`config.mk`:
```
export PLATFORM = sky130hd
export DESIGN_NAME = comb_decimator
export DESIGN_NICKNAME = d
export VERILOG_FILES = /design/src/rtl/dfe_pkg.sv /design/src/rtl/comb_delay_line.sv /design/src/rtl/comb_decimator.sv
export SDC_FILE = /design/constraint.sdc
export NUM_CORES = 1
export LEC_CHECK = 0
export CAP_MARGIN = 20
export CELL_PAD_IN_SITES_DETAIL_PLACEMENT = 2
export CELL_PAD_IN_SITES_GLOBAL_PLACEMENT = 2
export CORE_MARGIN = 5
export CORE_UTILIZATION = 35
export CTS_CLUSTER_DIAMETER = 100
export DETAILED_ROUTE_END_ITERATION = 8
export GPL_TIMING_DRIVEN = 0
export PLACE_DENSITY_LB_ADDON = 0.1
export SLEW_MARGIN = 30
export SYNTH_ARGS = -nofsm -noshare
export SYNTH_HDL_FRONTEND = slang
export SYNTH_SLANG_ARGS = --single-unit
```
`constraint.sdc`:
```
create_clock -name clk_i -period 4.8 [get_ports clk_i]
set_input_delay 0.96 -clock clk_i [delete_from_list [all_inputs] [get_ports clk_i]]
set_output_delay 0.96 -clock clk_i [all_outputs]
set_load 0.005 [all_outputs]
```
`src/rtl/dfe_pkg.sv`:
```
// ---------------------------------------------------------------------------
// dfe_pkg
// Shared definitions for the digital front-end chain (integrator, comb
// decimator and downstream filter stages).
//   - Default data width and decimation / differential-delay settings
//   - Legal ranges for those settings
//   - Helper for sizing small counters
// ---------------------------------------------------------------------------
package dfe_pkg;

    // Word width shared by the integrator output and the comb input/output
    localparam int DFE_DATA_BW    = 8;

    // Default decimation ratio and its legal range
    localparam int DFE_DECIM_R    = 16;
    localparam int DFE_DECIM_RMIN = 2;
    localparam int DFE_DECIM_RMAX = 256;

    // Default differential delay (in decimated samples) and its legal range
    localparam int DFE_DIFF_M     = 2;
    localparam int DFE_DIFF_MMIN  = 1;
    localparam int DFE_DIFF_MMAX  = 4;

    // Bits needed for a counter running 0..n-1; never less than one bit so
    // that the smallest legal settings still produce a real register
    function automatic int dfeCountBits(input int n);
        if (n <= 2) begin
            return 1;
        end
        return $clog2(n);
    endfunction

endpackage

```
`src/rtl/comb_delay_line.sv`:
```
// ---------------------------------------------------------------------------
// comb_delay_line
// DEPTH-deep shift register holding the most recent kept samples of the comb.
// Ports:
//   i_clk     clock, rising edge
//   i_rst     asynchronous active-high reset, clears every entry
//   i_clr     synchronous clear, clears every entry
//   i_shift   load i_data into the newest slot and age all other entries
//   i_data    sample to insert
//   o_oldest  entry inserted DEPTH shifts ago (zero until filled)
// ---------------------------------------------------------------------------
module comb_delay_line
    import dfe_pkg::*;
#(
    parameter int DATA_BW = DFE_DATA_BW,
    parameter int DEPTH   = DFE_DIFF_M
) (
    input  logic               i_clk,
    input  logic               i_rst,
    input  logic               i_clr,
    input  logic               i_shift,
    input  logic [DATA_BW-1:0] i_data,
    output logic [DATA_BW-1:0] o_oldest
);

    logic [DATA_BW-1:0] r_line [DEPTH];

    // Slot 0 is the newest entry, slot DEPTH-1 the oldest. Clear has
    // priority over shift so a disable always leaves zero history.
    always_ff @(posedge i_clk or posedge i_rst) begin
        if (i_rst) begin
            for (int i = 0; i < DEPTH; i++) begin
                r_line[i] <= '0;
            end
        end else if (i_clr) begin
            for (int i = 0; i < DEPTH; i++) begin
                r_line[i] <= '0;
            end
        end else if (i_shift) begin
            r_line[0] <= i_data;
            for (int i = 1; i < DEPTH; i++) begin
                r_line[i] <= r_line[i-1];
            end
        end
    end

    assign o_oldest = r_line[DEPTH-1];

endmodule

```
`src/rtl/comb_decimator.sv`:
```
// ---------------------------------------------------------------------------
// comb_decimator
// CIC comb-and-decimate stage fed by the wrapping running sum of the
// integrator. Keeps every DECIM_R-th accepted sample and outputs the modular
// difference against the sample kept DIFF_M decimated steps earlier.
// Ports:
//   clk_i     clock, rising edge
//   rst_i     asynchronous active-high reset
//   en_i      stage enable; low clears all state at the next edge
//   data_i    integrator running sum (two's complement, wrapping)
//   valid_i   data_i qualifier
//   data_o    registered comb difference, held between pulses
//   valid_o   one-cycle pulse per decimated output
//   primed_o  high once DIFF_M samples have been kept since enable/reset
// ---------------------------------------------------------------------------
module comb_decimator
    import dfe_pkg::*;
#(
    parameter int DATA_BW = DFE_DATA_BW,
    parameter int DECIM_R = DFE_DECIM_R,
    parameter int DIFF_M  = DFE_DIFF_M
) (
    input  logic               clk_i,
    input  logic               rst_i,
    input  logic               en_i,
    input  logic [DATA_BW-1:0] data_i,
    input  logic               valid_i,
    output logic [DATA_BW-1:0] data_o,
    output logic               valid_o,
    output logic               primed_o
);

    localparam int CW = dfeCountBits(DECIM_R);
    localparam int PW = dfeCountBits(DIFF_M + 1);
    localparam logic [CW-1:0] DECIM_LAST = CW'(DECIM_R - 1);
    localparam logic [PW-1:0] PRIME_FULL = PW'(DIFF_M);

    logic [CW-1:0]      r_decimCnt;
    logic [PW-1:0]      r_primeCnt;
    logic [DATA_BW-1:0] r_data;
    logic               r_valid;

    logic               w_accept;
    logic               w_keep;
    logic [DATA_BW-1:0] w_oldest;
    logic [DATA_BW-1:0] w_diff;

    assign w_accept = en_i & valid_i;
    assign w_keep   = w_accept & (r_decimCnt == DECIM_LAST);

    // Plain DATA_BW-bit subtraction: the integrator wraps, so the carry is
    // meaningless and must be dropped rather than saturated
    assign w_diff   = data_i - w_oldest;

    comb_delay_line #(
        .DATA_BW (DATA_BW),
        .DEPTH   (DIFF_M)
    ) u_delay (
        .i_clk    (clk_i),
        .i_rst    (rst_i),
        .i_clr    (~en_i),
        .i_shift  (w_keep),
        .i_data   (data_i),
        .o_oldest (w_oldest)
    );

    // Decimation counter, prime counter and output registers. A low enable
    // wins over a simultaneous valid sample and restarts the stage as if
    // from reset.
    always_ff @(posedge clk_i or posedge rst_i) begin
        if (rst_i) begin
            r_decimCnt <= '0;
            r_primeCnt <= '0;
            r_data     <= '0;
            r_valid    <= 1'b0;
        end else if (!en_i) begin
            r_decimCnt <= '0;
            r_primeCnt <= '0;
            r_data     <= '0;
            r_valid    <= 1'b0;
        end else begin
            r_valid <= w_keep;
            if (w_accept) begin
                r_decimCnt <= w_keep ? '0 : r_decimCnt + 1'b1;
            end
            if (w_keep) begin
                r_data <= w_diff;
                if (r_primeCnt != PRIME_FULL) begin
                    r_primeCnt <= r_primeCnt + 1'b1;
                end
            end
        end
    end

    assign data_o   = r_data;
    assign valid_o  = r_valid;
    assign primed_o = (r_primeCnt == PRIME_FULL);

endmodule
```
==> results.md, run 1 <==
- Worst-margin pin slew: 658 ps
- Crit. End Element: flip-flop
- Cell Pwr Density: 268 mW/mm^2
- Via count: 1,255
- Most common cell after layout, fill and taps aside: nand2_1
- Largest net degree at the start of global routing: 32
- Peak Freq: 0.352 GHz
- Sink Count: 31
- Fin Setup TNS: 0 ps
- Rel. slew slack: 56.0%
- Worst path cell trace: clkdlybuf4s50_1 > inv_1 > ha_1 > inv_1 > fa_1 > a21oi_1 > o21ai_0 > a21oi_1 > xor2_1 > o21ai_0
- ANT cells: 0
- Vias in the first global route: 1,424
- Status: complete, no violations
- Die Ht: 76.4 um
- RR Endpoint: data_o[6]$_DFFE_PP0P_
- Remaining antenna violation count: 0
- Final hold viol count: 0
- Die ar.: 0.00584 sq mm
- Ranking of synthesized cells by area: dfrtp_1, nand2_1, ha_1, nand3_1, xnor2_1
- Clock period minus worst slack: 2840 ps
- FP Rows: 24
- Clk network pwr share: slightly below 40%
- Post-cts resize count: 0
- Leakage: 0.917 nW
- Yosys reg bits: 31
- Final worst slack: 1960 ps
- Final Skew: 4.37 ps
- Worst R2R Path Depth: 8
- Area growth syn-to-layout: 23.1%
- Initial core utilization: ~36%
- RSZ-0062 raised after global routing: no
- Num CTS Buffers: 5
- Post-Synthesis Cells: between 150 and 200
- Unique masters post-synth: 26
- Hold_ws: 476 ps
- DR pass1 iterations: 4
- Most frequent cells in the layout: nand2_1, dfrtp_1, nand3_1
- Remaining Overflow, GRT: 0
- Sw frac: 24.5%
- Psw: 0.000124 W
- CTS root buffer: clkbuf_8
- Multi-input gate area: 676 sq um
- Fillcell total: between 400 and 500
- IO Port Bufs: 21
- Final WL: between 4 and 5 mm
- FF+latch area: between 700 and 800 sq um
- Design Area, Final: around 0.0019 sq mm
- Worst Hold Depth: 2
- Critical Path RT: 4970 ps
- Worst-path fanout max: 3
- Worst Hold Launch: u_delay.r_line[12]$_DFFE_PP0P_
- Sequential Power Share: 52.0%
- Pins Over Slew Limit: 0
- CORE AREA: 0.00432 sq mm
- Max-Cap Viols: 0
- Placer Congestion: 0.777
- Worst-path clk slew: 70 ps
- CP startpoint: data_i[0]
- Mapped cell area: roughly 0.0015 sq mm
- DRC Markers: 0
- Comb pwr share: 8.7%
- Largest area contributor in the netlist: dfrtp_1
- Post-CTS Setup Bufs: 0
- Sequential fraction of the synthesis area: 50.3%
- Hpwl dp: 2.99 mm
- Vias per cell: 5.10
- Top-area cell type share of the netlist area: 50.3%
- Crit path max-delay cell type: fa_1
- Startpoint types: primary input
- CTS tree: yes
- DIE WIDTH: 76.4 um
- Peak VDD IR: 0.135 mV
- Tot GR Track Use: 15.0%
- Final setup fails: 0
- Yosys warns: 0
- Dpl ws: 1720 ps
- Hold_buf cts: 0
- Initial DRC Count: 36
- Placed inst area: 0.00182 sq mm
- Crit-path max cell delay: 410 ps
- Critical R2R Launch: u_delay.o_oldest[0]$_DFFE_PP0P_
- Syn avg cell area: 9.35 sq um
- Setup CP Type: in -> reg
- # IOs: 22
- R2r setup slk: 2770 ps
- Clk Latency, worst-skew pair: 280 ps
- Critical Path AT: 3010 ps
- Synth Net Count: 188
- H-tree Lvls: 2
- Initial antenna violation count: 0
- Wire per inst: 16.3 um
- Longest Clk Path Bufs: 2
- Internal: 0.000384 W
- Nets@finish: roughly 220
- Fraction of layout cells with a size suffix above 1: 6.19%
- Crit share post-route: 59.1%
- Worst Hold Class: reg -> reg
- First-pass GRT wire length: 7.07 mm
- Hold EP: u_delay.o_oldest[4]$_DFFE_PP0P_
-- power groups by stage --
stage / Clock (W) / Sequential (W) / Combinational, W
after global routing: 0.000224 / 0.000265 / 0.0000497
after detailed placement: 0 / 0.000269 / 0.0000453
after CTS: 0.000209 / 0.000264 / 0.0000456
after global placement: 0 / 0.000269 / 0.0000433
final: 0.000200 / 0.000265 / 0.0000443
after floorplan: 0 / 0.000269 / 0.0000249
-- routing by layer --
metal | up-vias | wire [um] | global-route usage, %
li1 | 597 | - | -
met1 | 627 | 1760 | 18.5
met2 | 22 | 2020 | 24.2
met3 | 9 | 154 | 4.96
met4 | 0 | 81 | 5.77
met5 | - | 0 | 0
-- metrics by stage --
stage	util [%]	instances	total power [W]
floorplan	-	165	0.000294
global placement	42.0	238	0.000313
detailed placement	42.0	238	0.000315
CTS	43.9	246	0.000519
global route	43.9	246	0.000539
finish	43.9	246	0.000508
-- logic make-up after synthesis --
family	count (synthesis)	synth area share, %
buffers and inverters	21	5.92
DFF	31	50.3
adders and majority gates	11	9.41
and+or+nand+nor	69	20.0
AOI/OAI and AO/OA	22	8.03
xor gates and xnor gates	10	5.68
muxes	1	0.649
-- flip-flops by register name, summed over array words and instances (netlist names) --
register	flops
u_delay.r_line	8
u_delay.o_oldest	8
data_o	8
r_decimCnt	4
r_primeCnt	2
valid_o	1
-- worst max path at each step --
stage               slack (ps)               endpoint  cells after the start
floorplan                 2470  data_o[6]$_DFFE_PP0P_                      9
global placement          1800  data_o[6]$_DFFE_PP0P_                     10
detailed placement        1720  data_o[6]$_DFFE_PP0P_                     10
global route              1860  data_o[6]$_DFFE_PP0P_                     10
CTS                       1950  data_o[6]$_DFFE_PP0P_                     10
finish                    1960  data_o[6]$_DFFE_PP0P_                     10
-- synth_stat cells --
cell      number
nand2_1       36
dfrtp_1       31
nand3_1       25
inv_1         12
ha_1          10
o21ai_0       10
a21oi_1        6
xnor2_1        6
buf_2          4
xor2_1         4
and2_1         2
and3_1         2
buf_1          2
o211ai_1       2
o31ai_1        2
a31oi_1        1
buf_6          1
clkbuf_1       1
clkinv_1       1
fa_1           1
mux2i_1        1
nand3b_1       1
nand4_1        1
nor2_1         1
nor2b_1        1
o21bai_1       1
-- layout make-up --
cell class / count / area share (%)
sequential: 31 / 40.8
inverter: 13 / 2.57
multi-input combinational: 113 / 35.6
buffer: 8 / 2.24
clock inverter: 1 / 0.264
tap: 52 / 3.43
timing repair buffer: 21 / 11.1
clock buffer: 7 / 4.02
-- worst max-delay path: cells and delay by family --
family | cells | cell delay, ps
AO/OA/AOI/OAI | 4 | 760
adder cells (fa/ha/maj) | 2 | 570
buffers and inverters | 3 | 550
XOR/XNOR | 1 | 160
(Power assumes the default switching activity.)
==> inputs of run 2 (changes only) <==
--- a/config.mk
+++ b/config.mk
@@ -9,7 +9,7 @@
 export CELL_PAD_IN_SITES_DETAIL_PLACEMENT = 2
 export CELL_PAD_IN_SITES_GLOBAL_PLACEMENT = 2
 export CORE_MARGIN = 5
-export CORE_UTILIZATION = 35
+export CORE_UTILIZATION = 33
 export CTS_CLUSTER_DIAMETER = 100
 export DETAILED_ROUTE_END_ITERATION = 8
 export GPL_TIMING_DRIVEN = 0
==> constraint.sdc (replaced) <==
create_clock -name clk_i -period 2.75 [get_ports clk_i]
set_input_delay 0.55 -clock clk_i [delete_from_list [all_inputs] [get_ports clk_i]]
set_output_delay 0.55 -clock clk_i [all_outputs]
set_load 0.005 [all_outputs]
==> run 2 against run 1 <==
Against the previous run:
- first-iteration DRC count is 19% lower
- final area stayed put
- flip-flop and latch count stayed put
- register-to-register slack worse by 1900 ps
- wire length is 4.3% higher
- clock-buffer cell count stayed put
- clock power is 73% higher
- critical path depth stayed put
- core utilization is 1.2 points lower
- via count is 0.32% higher
- largest cell class unchanged
- combinational power is 79% higher
==> results.md, run 2 (synthesis results as in run 1) <==
- Initial DRC Count: 29 (-19%)
- Critical R2R Launch: u_delay.o_oldest[0]$_DFFE_PP0P_
- Final setup fails: 0 (unchanged)
- Clock period minus worst slack: 2290 ps
- Final WL: 4.18 mm (+4.3%)
- Post-cts resize count: 0 (unchanged)
- Worst R2R Path Depth: 8 (unchanged)
- Crit. End Element: flip-flop
- Crit share post-route: 83.1%
- Internal: 0.000671 W (+75%)
- DR pass1 iterations: 3 (-1)
- Worst-margin pin slew: 663 ps (+4.91 ps)
- Final Skew: 5.11 ps (+0.745 ps)
- Setup CP Type: in -> reg
- Remaining antenna violation count: 0 (unchanged)
- Sw frac: 24.5% (+0.031 points)
- Area growth syn-to-layout: 23.1% (unchanged)
- Worst Hold Depth: 2 (unchanged)
- CTS tree: yes
- Clk Latency, worst-skew pair: 280 ps (about the same)
- Remaining Overflow, GRT: 0 (unchanged)
- Psw: 0.000218 W (+75%)
- Design Area, Final: 0.00190 sq mm (unchanged)
- Most frequent cells in the layout: nand2_1, dfrtp_1, nand3_1
- Via count: 1,259 (+0.32%)
- FP Rows: 24 (unchanged)
- Fraction of layout cells with a size suffix above 1: 6.19% (unchanged)
- Die ar.: 0.00614 sq mm (+5.3%)
- RSZ-0062 raised after global routing: no
- Placed inst area: 0.00182 sq mm (unchanged)
- Post-CTS Setup Bufs: 0 (unchanged)
- Largest net degree at the start of global routing: 32 (unchanged)
- Initial antenna violation count: 0 (unchanged)
- Dpl ws: 177 ps (-1540 ps)
- Status: complete, no violations
- Hold_ws: 473 ps (-3.40 ps)
- Tot GR Track Use: 15.1% (+0.052 points)
- Critical Path RT: 2920 ps (-2050 ps)
- Final Power: 0.000888 W (+75%)
- RR Endpoint: data_o[6]$_DFFE_PP0P_
- Startpoint types: primary input
- Max-Cap Viols: 0 (unchanged)
- Worst-path clk slew: 70 ps (about the same)
- Comb pwr share: 8.9% (+0.2 points)
- Critical Path AT: 2450 ps (-560 ps)
- Initial core utilization: 34.7% (-0.96 points)
- Leakage: 0.917 nW (unchanged)
- ANT cells: 0 (unchanged)
- Placer Congestion: 0.789 (+1.5%)
- Wire per inst: 17.0 um (+4.3%)
- CTS root buffer: clkbuf_8
- Fin Setup TNS: 0 ps (unchanged)
- Rel. slew slack: 55.7% (-0.33 points)
- Most common cell after layout, fill and taps aside: nand2_1
- Worst Hold Launch: u_delay.r_line[10]$_DFFE_PP0P_
- DIE WIDTH: 78.4 um (+2.6%)
- Hpwl dp: 3.12 mm (+4.2%)
- H-tree Lvls: 2 (unchanged)
- R2r setup slk: 840 ps (-1930 ps)
- Clk network pwr share: 39.1% (about the same)
- IO Port Bufs: 21 (unchanged)
- Final hold viol count: 0 (unchanged)
- Worst-path fanout max: 3 (unchanged)
- Hold EP: u_delay.o_oldest[2]$_DFFE_PP0P_
- Hold_buf cts: 0 (unchanged)
- Longest Clk Path Bufs: 2 (unchanged)
- CORE AREA: 0.00444 sq mm (+2.8%)
- Worst Hold Class: reg -> reg
- Num CTS Buffers: 5 (unchanged)
- Vias per cell: 5.12 (+0.32%)
- Die Ht: 78.4 um (+2.6%)
- Cell Pwr Density: 468 mW/mm^2 (+75%)
- Peak VDD IR: 0.286 mV (+110%)
- Fillcell total: 494 (+0.82%)
- DRC Markers: 0 (unchanged)
- # IOs: 22 (unchanged)
- Sequential Power Share: 52.0% (about the same)
- Pins Over Slew Limit: 0 (unchanged)
- Sink Count: 31 (unchanged)
- Vias in the first global route: 1,416 (-0.56%)
- Final worst slack: 464 ps (-1500 ps)
- Nets@finish: 216 (unchanged)
- Peak Freq: 0.437 GHz
- First-pass GRT wire length: 7.08 mm (+0.20%)
==> run 2: power groups by stage <==
stage | registers (W) | clock network [W] | logic [W]
2_1_floorplan | 0.000470 | 0 | 0.0000435
3_3_place_gp | 0.000470 | 0 | 0.0000751
3_5_place_dp | 0.000471 | 0 | 0.0000810
4_1_cts | 0.000462 | 0.000360 | 0.0000815
5_1_grt | 0.000462 | 0.000380 | 0.0000896
6_report | 0.000462 | 0.000347 | 0.0000792
==> run 2: layer usage <==
layer	global-route usage, %	vias to the layer above	share of wire, %
met5	0	-	0
met4	5.24	0	1.4
met3	3.55	7	2.9
met2	26.3	18	50
met1	18.2	632	46
li1	-	602	-
==> run 2: layout make-up <==
type / instances / area (sq um) / share of cell area (%)
multi-input combinational: 113 / 676 / 35.6
sequential: 31 / 776 / 40.8
tap: 52 / 65.1 / 3.43
clock inverter: 1 / 5.00 / 0.264
inverter: 13 / 48.8 / 2.57
timing repair buffer: 21 / 210 / 11.1
clock buffer: 7 / 76.3 / 4.02
buffer: 8 / 42.5 / 2.24
==> run 2: through the flow <==
stage,instances,utilization [%]
finish,246,42.7
global route,246,42.7
CTS,246,42.7
detailed placement,238,40.9
global placement,238,40.9
floorplan,165,-
==> run 2: worst max path at each step <==
| stage | from | end | slack, ps | depth (start not counted) |
|---|---|---|---|---|
| CTS | data_i[0] | data_o[6]$_DFFE_PP0P_ | 460 | 10 |
| detailed placement | data_i[0] | data_o[6]$_DFFE_PP0P_ | 180 | 10 |
| floorplan | data_i[0] | data_o[6]$_DFFE_PP0P_ | 830 | 9 |
| global route | data_i[0] | data_o[6]$_DFFE_PP0P_ | 360 | 10 |
| global placement | data_i[0] | data_o[6]$_DFFE_PP0P_ | 190 | 10 |
| finish | data_i[0] | data_o[6]$_DFFE_PP0P_ | 460 | 10 |
==> run 2: critical path, cell delays in order <==
cell             delay, ps
clkdlybuf4s50_1        400
inv_1                   90
ha_1                   160
inv_1                   50
fa_1                   410
a21oi_1                210
o21ai_0                130
a21oi_1                200
xor2_1                 150
o21ai_0                 80
